<file path="src/rtl/fact_pkg.sv">
// Shared definitions for the factorial datapath and its control unit:
// operand/result widths and the 3-bit control-state codes.
package fact_pkg;

    localparam int SIZE  = 8;
    localparam int OUT_W = 32;

    typedef enum logic [2:0] {
        IDLE  = 3'd0,
        CHECK = 3'd1,
        MUL   = 3'd2,
        DEC   = 3'd3,
        DONE  = 3'd4
    } state_e;

endpackage

</file>
<file path="src/rtl/fact_dp_if.sv">
// Control-unit <-> factorial datapath bundle. The master (control unit) drives
// n/init/curr_state; the slave (fact_dp) returns proceed and the result.
interface fact_dp_if;
    import fact_pkg::*;

    // Handshake: init is a one-cycle load request honoured only in IDLE;
    // result is meaningful exactly while result_valid is high, and stays held
    // until the next accepted load (which drops result_valid on that edge).
    logic [SIZE-1:0]  n;
    logic             init;
    logic [2:0]       curr_state;
    logic             proceed;
    logic [OUT_W-1:0] result;
    logic             result_valid;
    logic             overflow;

    modport master (
        output n, init, curr_state,
        input  proceed, result, result_valid, overflow
    );

    modport slave (
        input  n, init, curr_state,
        output proceed, result, result_valid, overflow
    );

endinterface

</file>
<file path="src/rtl/fact_mul.sv">
// Combinational prod*cnt truncated to OUT_W bits. With FACT_DP_OVERFLOW_EN
// defined it also flags any nonzero bit of the full product above OUT_W-1.
module fact_mul
    import fact_pkg::*;
(
    input  logic [OUT_W-1:0] i_a,
    input  logic [SIZE-1:0]  i_b,
`ifdef FACT_DP_OVERFLOW_EN
    output logic             o_ovf,
`endif
    output logic [OUT_W-1:0] o_prod
);

`ifdef FACT_DP_OVERFLOW_EN
    logic [OUT_W+SIZE-1:0] w_full;

    assign w_full = (OUT_W+SIZE)'(i_a) * (OUT_W+SIZE)'(i_b);
    assign o_prod = w_full[OUT_W-1:0];
    assign o_ovf  = |w_full[OUT_W+SIZE-1:OUT_W];
`else
    // Only the low OUT_W bits are formed, so the product wraps modulo 2^OUT_W.
    assign o_prod = i_a * OUT_W'(i_b);
`endif

endmodule

</file>
<file path="src/rtl/fact_dp.sv">
// Factorial datapath steered by an external control unit through curr_state.
// Optional sticky overflow detection is enabled by FACT_DP_OVERFLOW_EN.
module fact_dp
    import fact_pkg::*;
(
    input  logic     clk,
    input  logic     rst_n,
    fact_dp_if.slave bus
);

    logic [SIZE-1:0]  r_cnt;
    logic [OUT_W-1:0] r_prod;
    logic [OUT_W-1:0] r_result;
    logic             r_result_valid;
    logic [OUT_W-1:0] w_mul_prod;
    logic             w_load;

`ifdef FACT_DP_OVERFLOW_EN
    logic r_ovf_acc;
    logic r_overflow;
    logic w_mul_ovf;
`endif

    assign w_load = bus.init && (bus.curr_state == IDLE);

    fact_mul u_mul (
        .i_a    (r_prod),
        .i_b    (r_cnt),
`ifdef FACT_DP_OVERFLOW_EN
        .o_ovf  (w_mul_ovf),
`endif
        .o_prod (w_mul_prod)
    );

    always_ff @(posedge clk or negedge rst_n) begin
        if (!rst_n) begin
            r_cnt          <= '0;
            r_prod         <= OUT_W'(1);
            r_result       <= '0;
            r_result_valid <= 1'b0;
`ifdef FACT_DP_OVERFLOW_EN
            r_ovf_acc      <= 1'b0;
            r_overflow     <= 1'b0;
`endif
        end else begin
            case (bus.curr_state)
                IDLE: begin
                    if (w_load) begin
                        r_cnt          <= bus.n;
                        r_prod         <= OUT_W'(1);
                        r_result_valid <= 1'b0;
`ifdef FACT_DP_OVERFLOW_EN
                        r_ovf_acc      <= 1'b0;
`endif
                    end
                end
                MUL: begin
                    r_prod <= w_mul_prod;
`ifdef FACT_DP_OVERFLOW_EN
                    r_ovf_acc <= r_ovf_acc | w_mul_ovf;
`endif
                end
                DEC: begin
                    // Saturate so a stray DEC at zero cannot wrap and re-open the loop.
                    if (r_cnt != '0) begin
                        r_cnt <= r_cnt - SIZE'(1);
                    end
                end
                DONE: begin
                    r_result       <= r_prod;
                    r_result_valid <= 1'b1;
`ifdef FACT_DP_OVERFLOW_EN
                    r_overflow     <= r_ovf_acc;
`endif
                end
                default: begin
                    // CHECK and the undefined codes 5..7 hold every register.
                end
            endcase
        end
    end

    assign bus.proceed      = (r_cnt > SIZE'(1));
    assign bus.result       = r_result;
    assign bus.result_valid = r_result_valid;
`ifdef FACT_DP_OVERFLOW_EN
    assign bus.overflow     = r_overflow;
`else
    assign bus.overflow     = 1'b0;
`endif

endmodule

</file>
<file path="src/flat_wrapper.sv">
// flat-port wrapper written by rule: the top's interface ports become plain ports
module fact_dp_flat import fact_pkg::*;
  (clk, rst_n, bus_n, bus_init, bus_curr_state, bus_proceed, bus_result, bus_result_valid, bus_overflow);
  fact_dp_if bus_i ();
  input  logic clk;
  input  logic rst_n;
  input wire logic [$bits(bus_i.n)-1:0] bus_n;
  input wire logic [$bits(bus_i.init)-1:0] bus_init;
  input wire logic [$bits(bus_i.curr_state)-1:0] bus_curr_state;
  output wire logic [$bits(bus_i.proceed)-1:0] bus_proceed;
  output wire logic [$bits(bus_i.result)-1:0] bus_result;
  output wire logic [$bits(bus_i.result_valid)-1:0] bus_result_valid;
  output wire logic [$bits(bus_i.overflow)-1:0] bus_overflow;
  assign bus_i.n = bus_n;
  assign bus_i.init = bus_init;
  assign bus_i.curr_state = bus_curr_state;
  assign bus_proceed = bus_i.proceed;
  assign bus_result = bus_i.result;
  assign bus_result_valid = bus_i.result_valid;
  assign bus_overflow = bus_i.overflow;
  fact_dp u_core (.clk(clk), .rst_n(rst_n), .bus(bus_i));
endmodule
</file>
<file path="config.mk">
export PLATFORM = sky130hd
export DESIGN_NAME = fact_dp_flat
export DESIGN_NICKNAME = d
export VERILOG_FILES = /design/src/rtl/fact_pkg.sv /design/src/rtl/fact_dp_if.sv /design/src/rtl/fact_mul.sv /design/src/rtl/fact_dp.sv /design/src/flat_wrapper.sv
export SDC_FILE = /design/constraint.sdc
export NUM_CORES = 1
export LEC_CHECK = 0
export CAP_MARGIN = 20
export CELL_PAD_IN_SITES_DETAIL_PLACEMENT = 1
export CELL_PAD_IN_SITES_GLOBAL_PLACEMENT = 1
export CORE_ASPECT_RATIO = 0.6
export CORE_MARGIN = 4
export CORE_UTILIZATION = 33
export CTS_CLUSTER_SIZE = 16
export DETAILED_ROUTE_END_ITERATION = 6
export PLACE_DENSITY = 0.68
export REMOVE_ABC_BUFFERS = 1
export SYNTH_ARGS = -nofsm -noshare
export SYNTH_HDL_FRONTEND = slang
export SYNTH_SLANG_ARGS = --single-unit
</file>
<file path="constraint.sdc">
create_clock -name clk -period 5.8 [get_ports clk]
set_clock_uncertainty 0.2 [all_clocks]
set_input_delay 1.74 -clock clk [delete_from_list [all_inputs] [get_ports clk]]
set_output_delay 1.74 -clock clk [all_outputs]
set_load 0.005 [all_outputs]
</file>
* Yosys cells after proc, flatten, opt, wreduce, memory -nomap -nowiden
Index checks and enable logic that the tools add are counted.
Storage, ports and cells: input port bits 14, bits in registers 73, output and inout bits 35
Operators by class: reduce and logical (&&, ||, !) cells 9, magnitude comparators 1, muxes and demuxes 7, $mul 1, add/sub/neg operators 1, equality and inequality tests 5
Operators by type and width (number):
- 32-bit case mux with 2 select lines | 1
- 32-bit by 8-bit multiplier with 32-bit output | 1
- 32-bit two-way mux | 1
- 8-bit two-way mux | 2
- 8-bit case mux with 2 select lines | 1
- 8-bit by 1-bit > comparator with 1-bit output (second input constant) | 1
- 8-bit nonzero test | 1
- 8-bit by 1-bit subtractor with 8-bit output (second input constant) | 1
- 3-bit by 2-bit equality test with 1-bit output (second input constant) | 2
- 2-bit nonzero test | 3
- 2-bit by 1-bit inequality test with 1-bit output (second input constant) | 2
- 2-bit AND reduction | 2
- 3-bit equality test (second input constant) | 1
- 3-bit zero test | 1
- 3-bit AND reduction | 1
- 1-bit case mux with 2 select lines | 1
- 1-bit logical AND | 1
- 1-bit two-way mux | 1

* Logic depth before layout (Yosys ltp)
Gate-level depths: netlist of run 1.
depth in word-level cells 4, depth in mapped cells 21

* Modules after synthesis
Synthesis of run 1 repeated with hierarchy kept, for this count alone.
Second synthesis, totals: cell total of the unflattened synthesis 964, area, all modules 9663.0 sq um
Modules (own cells, without submodules):
- fact_mul | sequential area each 0.0 sq um, times used 1, area each 6611.3 sq um, cells an instance 749
- fact_dp | sequential area each 1828.0 sq um, times used 1, area each 3051.7 sq um, cells an instance 215

* Worst setup path before layout of run 1
Ideal clock, no wire load.
path kind register to register, from reg u_core.r_cnt[5], to reg u_core.r_prod[29], period minus slack after synthesis 5.353 ns, stages on the path, launching flop included 20, path slack 0.447 ns, arrival 5.022 ns, data required time 5.469 ns, cell sequence dfrtp_1 clkbuf_1 clkbuf_1 nand2_1 fa_1 fa_1 inv_1 fa_1 inv_1 fa_1 inv_1 ha_1 a21o_1 a311o_1 a211oi_2 a21bo_2 o311ai_2 a221o_1 xnor2_1 o21ai_1
On the way: cells in the longest elaborated chain, start to end 2
Ends and longest elaborated chain:
- start, declared | RTL line fact_dp.sv:11 | logic [SIZE-1:0] r_cnt;
- start signal, assigned | RTL line fact_dp.sv:49 | r_cnt <= bus.n;
- start signal, assigned | RTL line fact_dp.sv:66 | r_cnt <= r_cnt - SIZE'(1);
- 32-bit by 8-bit multiplier with 32-bit output | RTL line fact_mul.sv:22 | assign o_prod = i_a * OUT_W'(i_b);
- 32-bit case mux with 2 select lines | RTL line fact_dp.sv:46 | case (bus.curr_state)
- end signal, assigned | RTL line fact_dp.sv:58 | r_prod <= w_mul_prod;
- end, declared | RTL line fact_dp.sv:12 | logic [OUT_W-1:0] r_prod;
Every way passes these cells. A chain may end at the register's enable or synchronous reset.

* Worst setup path after layout of run 1
from reg u_core.r_cnt[2], to reg u_core.r_prod[26]
Same word-level chain as after synthesis.

==> reports/results.ini, run 1 <==
[setup_path]
crit_required_ps = 5850
rr_startpoint = u_core.r_cnt[2]$_DFFE_PN0P_
regToRegSetupSlack_ps = 190
critical_path.max_fanout = 13
criticalPathCategory = reg -> reg
reg2regPathDepth = 17
r2r-end = u_core.r_prod[26]$_DFFE_PN0P_
cp_data_arrival_time_ps = 5670
critical_path.endpoint_type = flip-flop
cp-start-kind = flip-flop

[clock_tree]
cts_htree_levels = 3
worst_skew_pair.late_latency_ps = 380
cts_buffer_depth = 2
clock_tree.root_cell = sky130_fd_sc_hd__clkbuf_16
clk_pin_slew_worst_paths_ps = 70
tritoncts = done
cts_inserted_buffers = 9
hold_buffers = 0
clkSinkCount = 73

[finish]
postLayoutCoreUtil_pct = 38.95
drive_above_1_share_pct = 9.990
final_net_count = 1248
instances_no_fill = 1408
area_growth_pct = 14.46
fillerInstances = 3193
layout.cell_area.non_filler_mm2 = 0.01090
antenna_cells = 0

[min_path]
worst_hold_startpoint = u_core.bus.result[17]$_DFFE_PN0P_
class_of_the_tightest_hold_or_removal_check = reg -> reg
min_to = u_core.bus.result[17]$_DFFE_PN0P_
hold_path_depth = 1

[synth]
synthesis.area_per_instance_um2 = 9.573
synth-warning-count = 0
number_of_enable_type_register_cells_in_the_synthesized_netlist = 0
synthDistinctLibCells = 55
post_synth_instance_area_mm2 = 0.009525
ys.flop_type = sky130_fd_sc_hd__dfrtp_1
asyncSetResetFlopFracSynth_pct = 100.0
yosysSeqAreaShare_pct = 19.19
post_synth_inst_count = 995
yosys_register_bits = 73

[floorplan]
rows = 47
floorplan.initialDensity_pct = 34.03
core_mm2 = 0.02799
die_width_um = 227.3
pin_count = 49
floorplan.die_area_mm2 = 0.03174
chipHeight_um = 139.6

[timing]
finalSetupTns_ps = 0
timing.final.setup_violations = 0
timing.max_slew.rel_slack_pct = 39.57
actual_transition_at_the_worst_max_transition_pin_ps = 903.1
report.final.hold_viol_count = 0
grt_setup_unrepaired = no
fin_crit_ps = 5614
maxSlewViolCount = 0
finalCritPeriodShare_pct = 96.80
timing.fmax_mhz = 178.1

[global_routing]
grt_antenna_before_repair = 1
global_route_usage_sum_pct = 19.25
first_global_vias = 7628
grt_pass1_wl_mm = 46.70
grt_max_degree = 74
grt.overflow.total = 0

[drt]
drc = 0
wl_per_cell_um = 20.86
dr.pass1.iters = 5
total_number_of_vias = 7163
first_iter_violations = 597
route.detailed.vias_per_inst = 5.087
wirelength_mm = 29.37
detail-route-antenna-nets = 0

[placed_design]
place_area_mm2 = 0.01052
gp_congestion = 0.8472
placement.io_buffers = 47
place_inst = 1390
post-dp-hpwl_mm = 22.96

[flow_run]
max_cap_violations = 0

[run_status]
outcome = complete, no violations

## metal layers
metal	vias to the layer above	routed length (um)	GRT usage [%]
li1	3200	-	-
met1	3740	15940	32.12
met2	197	11070	24.62
met3	24	2121	5.199
met4	2	229	2.927
met5	-	10	0
## timing repair
item | in CTS | in global routing
setup buffers | 0 | 1
endpoints found under the setup margin | 1 | 4
pin swaps | 0 | 2
resized for setup | 1 | 9
gates cloned | 0 | 0
## Yosys cell counts (all sizes together), types with 7 or more instances
cell type,n,area share [%]
fa,156,33
clkbuf,43,1.7
nand2,100,3.9
nor2,15,0.59
inv,139,5.5
a21oi,30,1.6
buf,10,0.53
mux2,32,3.8
a22o,7,0.64
and2,177,12
ha,42,5.5
xnor2,25,2.3
dfrtp,72,19
o21bai,7,0.55
o21ai,46,2.4
nand3,12,0.63
xor2,11,1.0
## layout make-up
cell class	instances	area [um2]	share of cell area, %
Tap cell	367	459.2	4.212
Clock buffer	10	229.0	2.100
Timing Repair Buffer	83	774.5	7.103
Multi-Input combinational cell	730	6989	64.10
Inverter	139	521.8	4.785
Sequential cell	73	1837	16.85
Clock inverter	6	92.59	0.8492
## metrics by stage
stage / worst slack, ps / hold slack [ps]
2_1_floorplan: 531.3 / 272.2
3_3_place_gp: 231.0 / 290.0
3_5_place_dp: 24.03 / 297.4
4_1_cts: 83.76 / 310.8
5_1_grt: 9.697 / 320.3
6_report: 185.6 / 309.2
## worst max-delay path by stage
stage | cells past startpoint | slack (ps) | from | end
after floorplan | 17 | 530 | u_core.r_cnt[2]$_DFFE_PN0P_ | u_core.r_prod[29]$_DFFE_PN0P_
after global placement | 17 | 230 | u_core.r_cnt[6]$_DFFE_PN0P_ | u_core.r_prod[26]$_DFFE_PN0P_
after detailed placement | 18 | 20 | u_core.r_cnt[3]$_DFFE_PN0P_ | u_core.r_prod[28]$_DFFE_PN0P_
after CTS | 18 | 80 | u_core.r_cnt[3]$_DFFE_PN0P_ | u_core.r_prod[31]$_DFFE_PN0P_
after global routing | 17 | 10 | u_core.r_cnt[2]$_DFFE_PN0P_ | u_core.r_prod[26]$_DFFE_PN0P_
final | 17 | 190 | u_core.r_cnt[2]$_DFFE_PN0P_ | u_core.r_prod[26]$_DFFE_PN0P_
## registers in the layout, summed over array words and instances (netlist names)
signal and flops:
u_core.r_cnt 8, u_core.r_prod 32, u_core.bus.result_valid 1, u_core.bus.result 32
## worst max-delay path: stages (launching register included)
cell and delay, ps:
sky130_fd_sc_hd__dfrtp_2 480, sky130_fd_sc_hd__buf_4 200, sky130_fd_sc_hd__and2_1 160, sky130_fd_sc_hd__fa_1 510, sky130_fd_sc_hd__fa_1 510, sky130_fd_sc_hd__fa_1 530
sky130_fd_sc_hd__inv_1 60, sky130_fd_sc_hd__fa_1 480, sky130_fd_sc_hd__inv_1 50, sky130_fd_sc_hd__ha_1 350, sky130_fd_sc_hd__a211oi_2 250, sky130_fd_sc_hd__o21ai_0 150
sky130_fd_sc_hd__a221oi_2 330, sky130_fd_sc_hd__o41ai_4 180, sky130_fd_sc_hd__a21boi_2 230, sky130_fd_sc_hd__nor3_1 60, sky130_fd_sc_hd__or4_1 460, sky130_fd_sc_hd__a32o_1 270
## logic make-up (layout without fill, tap and decap cells)
logic type / Yosys count / in the layout / share of synthesized area [%]
AOI/OAI and AO/OA: 135 / 135 / 9.326
xor gates and xnor gates: 36 / 36 / 3.310
adders and majority gates: 198 / 198 / 38.30
buffers and inverters: 192 / 238 / 7.697
DFF: 73 / 73 / 19.19
muxes: 32 / 32 / 3.783
other: 1 / 1 / 0.03937
and+or+nand+nor: 328 / 328 / 18.35
## cells in the final DEF, fill, tap and decap left out, drive strengths merged, types with 7 or more instances in the layout
cell type / count
xor2: 11
o21ai: 46
ha: 42
fa: 156
nand2: 100
and2: 177
o21bai: 7
a21oi: 30
a22o: 7
buf: 37
clkdlybuf4s50: 46
inv: 139
mux2: 32
nand3: 12
nor2: 15
dfrtp: 72
xnor2: 25
clkbuf: 10
Power of run 1 is not shown: default switching activity piles up to over one toggle a cycle in this logic, so the estimate is an artifact.
==> run 2, diff against run 1 <==
Settings changed: CORE_UTILIZATION 33 to 45, CTS_CLUSTER_SIZE 16 to default, PLACE_DENSITY 0.68 to 0.86.
==> reports/results.ini, run 2 (synthesis results as in run 1) <==
[run_status]
outcome = complete, no violations

[timing]
timing.final.setup_violations = 0  ; unchanged
timing.max_slew.rel_slack_pct = 31.73  ; -7.8 points
timing.fmax_mhz = 178.3  ; +0.10%
report.final.hold_viol_count = 0  ; unchanged
actual_transition_at_the_worst_max_transition_pin_ps = 1020  ; +117.1 ps
maxSlewViolCount = 0  ; unchanged
finalCritPeriodShare_pct = 96.70  ; -0.098 points
grt_setup_unrepaired = no
finalSetupTns_ps = 0  ; unchanged
fin_crit_ps = 5609  ; -5.682 ps

[finish]
drive_above_1_share_pct = 9.012  ; -0.98 points
area_growth_pct = 12.20
register_area_mm2 = 0.001833  ; -0.20%
multi_input_gate_area_in_the_final_layout_mm2 = 0.006977  ; -0.18%
layout_commonest_cell = sky130_fd_sc_hd__and2_1
fillerInstances = 2303  ; -28%
final_net_count = 1239  ; -0.72%
antenna_cells = 0  ; unchanged
mostFrequentLayoutCells = sky130_fd_sc_hd__and2_1, sky130_fd_sc_hd__fa_1, sky130_fd_sc_hd__inv_1

[floorplan]
floorplan.die_area_mm2 = 0.02364  ; -26%
rows = 40  ; -15%
pin_count = 49  ; unchanged
core_mm2 = 0.02042  ; -27%
chipHeight_um = 120.7  ; -14%
die_width_um = 195.8  ; -14%
floorplan.initialDensity_pct = 46.65  ; +13 points

[global_routing]
first_global_vias = 8284  ; +8.6%
busiest_layer = met1
grt.overflow.total = 0  ; unchanged
grt.met3_usage_pct = 7.268  ; +2.1 points
grt_use_met2_pct = 39.38  ; +15 points
met1_usage_pct = 39.61  ; +7.5 points
global_route_usage_sum_pct = 26.71  ; +7.5 points
grt_pass1_wl_mm = 48.39  ; +3.6%
grt_antenna_before_repair = 1  ; unchanged
grt_max_degree = 74  ; unchanged

[drt]
first_iter_violations = 541  ; -9.4%
wirelength_mm = 30.03  ; +2.2%
dr.pass1.iters = 5  ; unchanged
total_number_of_vias = 7403  ; +3.4%
detail-route-antenna-nets = 0  ; unchanged
route.detailed.vias_per_inst = 5.673  ; +12%
drc = 0  ; unchanged
wl_per_cell_um = 23.01  ; +10%

[setup_path]
cp_max_stage_cell = sky130_fd_sc_hd__dfrtp_2
path_common_cell = sky130_fd_sc_hd__fa_1
crit_required_ps = 5830  ; -20 ps
max_stage_delay_ps = 520  ; about the same
cp_data_arrival_time_ps = 5630  ; -40 ps
critical_path.cell_chain = buf_4, and2_1, fa_1, fa_1, inv_1, fa_1, fa_1, inv_1, ha_1, a21o_1, a311o_1, a211oi_2, a21bo_2, o311ai_2, a221o_1, xnor2_1, o21ai_1
critical_path.max_fanout = 19  ; +6
criticalPathCategory = reg -> reg
cp-start-kind = flip-flop
critical_path.endpoint_type = flip-flop

[clock_tree]
tritoncts = done
cts_inserted_buffers = 9  ; unchanged
clock_tree.root_cell = sky130_fd_sc_hd__clkbuf_16
hold_buffers = 0  ; unchanged
cts.repair_timing.setup_buffer_count = 0  ; unchanged
clk_pin_slew_worst_paths_ps = 70  ; about the same
cts_htree_levels = 3  ; unchanged
worst_skew_pair.late_latency_ps = 370  ; about the same
cts_buffer_depth = 2  ; unchanged
post_cts.resized_instances = 0  ; -1
clkSinkCount = 73  ; unchanged

[flow_run]
max_cap_violations = 0  ; unchanged

[placed_design]
gp_congestion = 0.8991  ; +6.1%
post-dp-hpwl_mm = 23.83  ; +3.8%
placement.io_buffers = 47  ; unchanged

[min_path]
class_of_the_tightest_hold_or_removal_check = reg -> reg

run 2: cell type report:
cell class                 instances  share of cell area, %
inverter                         139                  4.882
timing repair buffer              74                  6.649
sequential                        73                  17.15
multi-input combinational        730                  65.28
clock buffer                       9                  2.107
tap                              273                  3.196
clock inverter                     7                 0.7375
run 2: per-layer routing:
| metal | wire (um) | up-vias |
|---|---|---|
| met4 | 419 | 2 |
| met5 | 13 | - |
| met3 | 2747 | 39 |
| met1 | 14050 | 3861 |
| li1 | - | 3175 |
| met2 | 12790 | 326 |
run 2: metrics by stage:
step | worst slack [ps] | cell area, um2 | hold WS [ps] | util, % | cells
finish | 191.3 | 10690 | 306.5 | 52.34 | 1305
global route | 38.54 | 10690 | 317.7 | 52.34 | 1305
CTS | 112.5 | 10620 | 309.8 | 52.03 | 1303
detailed placement | 153.7 | 10320 | 295.8 | 50.54 | 1287
global placement | 352.4 | 10320 | 289.5 | 50.54 | 1287
floorplan | 531.3 | 9314 | 272.2 | - | 942
run 2: path summary, 6_finish.rpt:
kind | start | end | slack (ps) | cells after the start
max in group asynchronous | rst_n | u_core.r_prod[17]$_DFFE_PN0P_ | 3770 | 2
hold reg to reg | u_core.bus.result[14]$_DFFE_PN0P_ | u_core.bus.result[14]$_DFFE_PN0P_ | 310 | 1
setup reg to reg | u_core.r_cnt[3]$_DFFE_PN0P_ | u_core.r_prod[29]$_DFFE_PN0P_ | 190 | 17
min in group asynchronous | rst_n | u_core.bus.result[1]$_DFFE_PN0P_ | 1030 | 1
setup / recovery | u_core.r_cnt[3]$_DFFE_PN0P_ | u_core.r_prod[29]$_DFFE_PN0P_ | 190 | 17
hold / removal | u_core.bus.result[14]$_DFFE_PN0P_ | u_core.bus.result[14]$_DFFE_PN0P_ | 310 | 1
run 2: worst max-delay path, delay by kind of cell, from the launching register on:
kind / cells / cell delay [ps]
buffers and inverters: 3 / 370
AO/OA/AOI/OAI: 7 / 1840
AND/OR/NAND/NOR: 1 / 170
XOR/XNOR: 1 / 150
adder cells (fa/ha/maj): 5 / 2190
flip-flops: 1 / 520
Power of run 2 is left out for the same reason.
